<file path="src/rtl/key_schedule_controller.sv">
// Iterative Simon 32/64 key expansion: one 16-bit subkey per cycle into a
// 32-entry round-key store, with registered random-access reads for the rounds.
module key_schedule_controller #(
    parameter int unsigned NUM_KEYS    = 32,
    parameter logic [15:0] ROUND_CONST = 16'hFFFC,
    parameter logic [61:0] Z_SEQ       = 62'b11111010001001010110000111001101111101000100101011000011100110
) (
    input  logic        clk,
    input  logic        rst,
    input  logic [63:0] key,
    input  logic        key_valid,
    output logic        key_ready,
    input  logic        flush,
    input  logic        rk_rd_en,
    input  logic [4:0]  rk_rd_addr,
    output logic [15:0] rk_rd_data,
    output logic        rk_rd_valid,
    output logic        rk_rd_miss,
    output logic        sched_valid,
    output logic        busy
);

    typedef enum logic [1:0] {
        ST_IDLE,
        ST_EXPAND,
        ST_DONE
    } state_t;

    state_t      r_state;
    state_t      w_next_state;
    logic [5:0]  r_count;
    logic [15:0] r_store [32];
    logic [15:0] r_rd_data;
    logic        r_rd_valid;
    logic        r_rd_miss;

    logic        w_accept;
    logic        w_last;
    logic        w_rd_hit;
    logic [4:0]  w_idx_m1;
    logic [4:0]  w_idx_m3;
    logic [4:0]  w_idx_m4;
    logic [5:0]  w_z_idx;
    logic [15:0] w_km1;
    logic [15:0] w_km3;
    logic [15:0] w_km4;
    logic [15:0] w_tmp0;
    logic [15:0] w_tmp1;
    logic [15:0] w_new_key;

    assign w_accept = key_valid && key_ready && !flush;
    assign w_last   = (r_count == 6'(NUM_KEYS - 1));
    assign w_rd_hit = ({1'b0, rk_rd_addr} < r_count);

    // Operands are only meaningful in EXPAND, where count is 4..NUM_KEYS-1.
    assign w_idx_m1  = r_count[4:0] - 5'd1;
    assign w_idx_m3  = r_count[4:0] - 5'd3;
    assign w_idx_m4  = r_count[4:0] - 5'd4;
    assign w_z_idx   = 6'd61 - (r_count - 6'd4);
    assign w_km1     = r_store[w_idx_m1];
    assign w_km3     = r_store[w_idx_m3];
    assign w_km4     = r_store[w_idx_m4];
    assign w_tmp0    = {w_km1[2:0], w_km1[15:3]} ^ w_km3;
    assign w_tmp1    = w_tmp0 ^ {w_tmp0[0], w_tmp0[15:1]};
    assign w_new_key = ROUND_CONST ^ {15'd0, Z_SEQ[w_z_idx]} ^ w_km4 ^ w_tmp1;

    always_ff @(posedge clk or negedge rst) begin
        if (!rst) begin
            r_state <= ST_IDLE;
        end else begin
            r_state <= w_next_state;
        end
    end

    always_comb begin
        w_next_state = r_state;
        if (flush) begin
            w_next_state = ST_IDLE;
        end else begin
            case (r_state)
                ST_IDLE, ST_DONE: if (key_valid) w_next_state = ST_EXPAND;
                ST_EXPAND:        if (w_last)    w_next_state = ST_DONE;
                default:                         w_next_state = ST_IDLE;
            endcase
        end
    end

    always_comb begin
        key_ready   = 1'b0;
        busy        = 1'b0;
        sched_valid = 1'b0;
        case (r_state)
            ST_IDLE:   key_ready = 1'b1;
            ST_EXPAND: busy      = 1'b1;
            ST_DONE: begin
                key_ready   = 1'b1;
                sched_valid = 1'b1;
            end
            default: ;
        endcase
    end

    always_ff @(posedge clk or negedge rst) begin
        if (!rst) begin
            r_count    <= '0;
            // NOTE: the store is deliberately cleared by reset so no stale key material survives an abort.
            for (int i = 0; i < 32; i++) r_store[i] <= '0;
            r_rd_data  <= '0;
            r_rd_valid <= 1'b0;
            r_rd_miss  <= 1'b0;
        end else begin
            r_rd_valid <= rk_rd_en;
            r_rd_miss  <= rk_rd_en && !w_rd_hit;
            if (rk_rd_en) begin
                r_rd_data <= w_rd_hit ? r_store[rk_rd_addr] : 16'd0;
            end

            if (flush) begin
                r_count <= '0;
            end else if (w_accept) begin
                r_store[0] <= key[15:0];
                r_store[1] <= key[31:16];
                r_store[2] <= key[47:32];
                r_store[3] <= key[63:48];
                r_count    <= 6'd4;
            end else if (r_state == ST_EXPAND) begin
                r_store[r_count[4:0]] <= w_new_key;
                r_count               <= r_count + 6'd1;
            end
        end
    end

    assign rk_rd_data  = r_rd_data;
    assign rk_rd_valid = r_rd_valid;
    assign rk_rd_miss  = r_rd_miss;

endmodule

</file>
<file path="config.mk">
export PLATFORM = sky130hd
export DESIGN_NAME = key_schedule_controller
export DESIGN_NICKNAME = d
export VERILOG_FILES = /design/src/rtl/key_schedule_controller.sv
export SDC_FILE = /design/constraint.sdc
export NUM_CORES = 2
export LEC_CHECK = 0
export BUFFER_PORTS_ARGS = -buffer_cell sky130_fd_sc_hd__buf_4
export CAP_MARGIN = 25
export CORE_ASPECT_RATIO = 1.2
export CORE_MARGIN = 5
export CORE_UTILIZATION = 38
export DETAILED_ROUTE_END_ITERATION = 6
export PLACE_DENSITY = 0.61
export SYNTH_ARGS = -nofsm -noshare
export SYNTH_HDL_FRONTEND = slang
export SYNTH_SLANG_ARGS = --single-unit
</file>
<file path="constraint.sdc">
create_clock -name clk -period 5.3 [get_ports clk]
set_clock_uncertainty 0.1 [all_clocks]
set_input_delay 1.59 -clock clk [delete_from_list [all_inputs] [get_ports clk]]
set_output_delay 1.59 -clock clk [all_outputs]
set_load 0.05 [all_outputs]
</file>
==> flow_summary.toml <==
[status]
status = "completed"

[synthesis]
syn_area_per_cell_um2 = 12.7
synth_cell_types = 52
synth_warnings = 0
ys.flop_type = "dfrtp_1"
syn_inst = 2903
syn_nets = 2995
async_reset_ff_frac = 1.00
ys_ff_latch = 538
synth_enable_flop_cells = 0
seq_area_frac_synth = 0.366
syn-cell-area_mm2 = 0.0368

[finish]
fillCellCount = 8847
area_growth_pct = 11.5
multi_input_area_mm2 = 0.0219
antenna_cells = 0
final_common_cell = "mux4_2"
fin_cells = 4182
post-route-util = 0.426
final_nets = 2965
finalInstanceArea_mm2 = 0.0411
drive_gt1_frac = 0.347
regArea_mm2 = 0.0135
layout_common_cells = "mux4_2, dfrtp_1, nand2_1"

[clock_tree]
cts_made_buffers = 54
cts_root_buffer = "clkbuf_16"
htreeDepth = 2
cts_tree = "built"
post_cts_buffers = 0
cts_sinks = 538
cts.path.max_buffers = 3
insertion_delay_ns = 0.65
cts_resized = 0
path_clk_slew_ns = 0.07
cts_hold_buffers = 0

[route]
met3_length_mm = 12.5
vias_per_cell = 6.56
drt_iter0_drc = 3041
drt-total-wl_mm = 127
wl_met1_mm = 45.4
dr_total_vias = 27436
routed-wl-met2_mm = 60.5
drc_errors = 0
antenna_left = 0
wl_per_cell_um = 30.5
drt-pass1-iter-count = 5
highest_layer = "met4"

[job]
maxCapViolations = 0

[grt]
grt_pass1_vias = 26588
overflow = 0
grt_use_total = 0.245
antenna_found_initial = 0
grt_pass1_wl_mm = 188
grt_max_degree = 131

[placement]
place_area_mm2 = 0.0392
port_buffers = 94
placedCellCount = 4087
place_hpwl_mm = 82.8
gp_congestion = 0.890

[floorplanning]
io-pin-count = 95
core_area_mm2 = 0.0965
start_util = 0.382
die_y_um = 351
die_w_um = 294
row_count = 125
die_area_mm2 = 0.103

[worst_hold_path]
min_path_type = "flop to flop"

[power_and_ir_drop]
vdd_ir_drop_max_uv = 195
p_total_uw = 12000
p_leak_uw = 0.0160
powerDensity_mw_per_mm2 = 293

[timing]
tns_ns = 0
setup_viol = 0
worstMarginPinSlew_ns = 1.11
period_share = 0.889
slew_headroom = 0.255
slew_viol_final = 0
rsz0062_at_grt = "no"
fmax_ghz = 0.212
finalHoldViolCount = 0
period_needed_ns = 4.71

[critical_path]
critPathCaptureType = "flop"
crit_path_start_kind = "flop"
cp_max_fo = 20
path_class = "flop to flop"
cp.arrival_ns = 5.10
rrSetupSlack_ns = 0.59
required_ns = 5.68
critical path: stages (launching register included):
cell,delay (ns)
dfrtp_4,0.59
inv_1,0.19
ha_4,0.37
buf_12,0.18
mux4_1,0.58
mux4_2,0.47
mux2i_1,0.48
xor2_1,0.46
xor2_1,0.19
xnor2_2,0.57
buf_12,0.23
o21ai_0,0.11
routing by layer:
metal  GRT usage  vias up
li1            -    11193
met1       0.310    14179
met2       0.392     1672
met3      0.0586      392
met4       0.135        0
met5           0        -
worst paths after layout:
path	startpoint	end	cells past startpoint
max reg2reg	r_count[0]	r_store[193]	11
min	rk_rd_data[15]	rk_rd_data[15]	2
max	r_count[0]	r_store[193]	11
min in group asynchronous	rst	r_store[224]	1
max in group asynchronous	rst	r_store[91]	2
min reg2reg	rk_rd_data[15]	rk_rd_data[15]	2
where the power goes:
part / internal (uW) / switching [uW]
logic: 1390 / 1820
registers: 4350 / 337
clock network: 2360 / 1760
total: 8100 / 3920
kinds of logic after synthesis:
family	synth area share
simple gates	0.0666
flops	0.366
mux	0.403
fa+ha+maj	0.00611
buf+inv	0.0464
xor+xnor	0.0170
compound gates	0.0951
cells in the mapped netlist (23+ instances only):
cell type  number  share of area
mux4_2        597           0.37
dfrtp_1       538           0.37
nand2_1       505          0.051
o21ai_0       442          0.060
clkbuf_1      169          0.017
mux2i_1        67          0.018
a22oi_1        66          0.013
buf_2          66         0.0090
o21ai_1        58         0.0079
nand3_1        47         0.0064
xnor2_1        37         0.0088
o21ai_2        30         0.0071
inv_1          24         0.0024
buf_4          23         0.0047
sequential cells by signal (all words and copies together), names as in the netlist:
| register | cells |
|---|---|
| r_count | 6 |
| r_state | 2 |
| r_store | 512 |
| rk_rd_data | 16 |
| rk_rd_miss | 1 |
| rk_rd_valid | 1 |
layout make-up:
type / count / area share
clock buffer: 71 / 0.0382
clock inverter: 24 / 0.00685
inverter: 26 / 0.00238
multi-input combinational: 2024 / 0.534
sequential: 538 / 0.328
tap: 1270 / 0.0387
timing repair buffer: 229 / 0.0523
through the flow:
step | hold slack, ns | setup slack, ns
2_1_floorplan | 0.382 | 0.701
3_3_place_gp | 0.405 | 0.698
3_5_place_dp | 0.415 | 0.673
4_1_cts | 0.426 | 0.643
5_1_grt | 0.433 | 0.402
6_report | 0.421 | 0.586
Power figures use the tool's default switching activity.
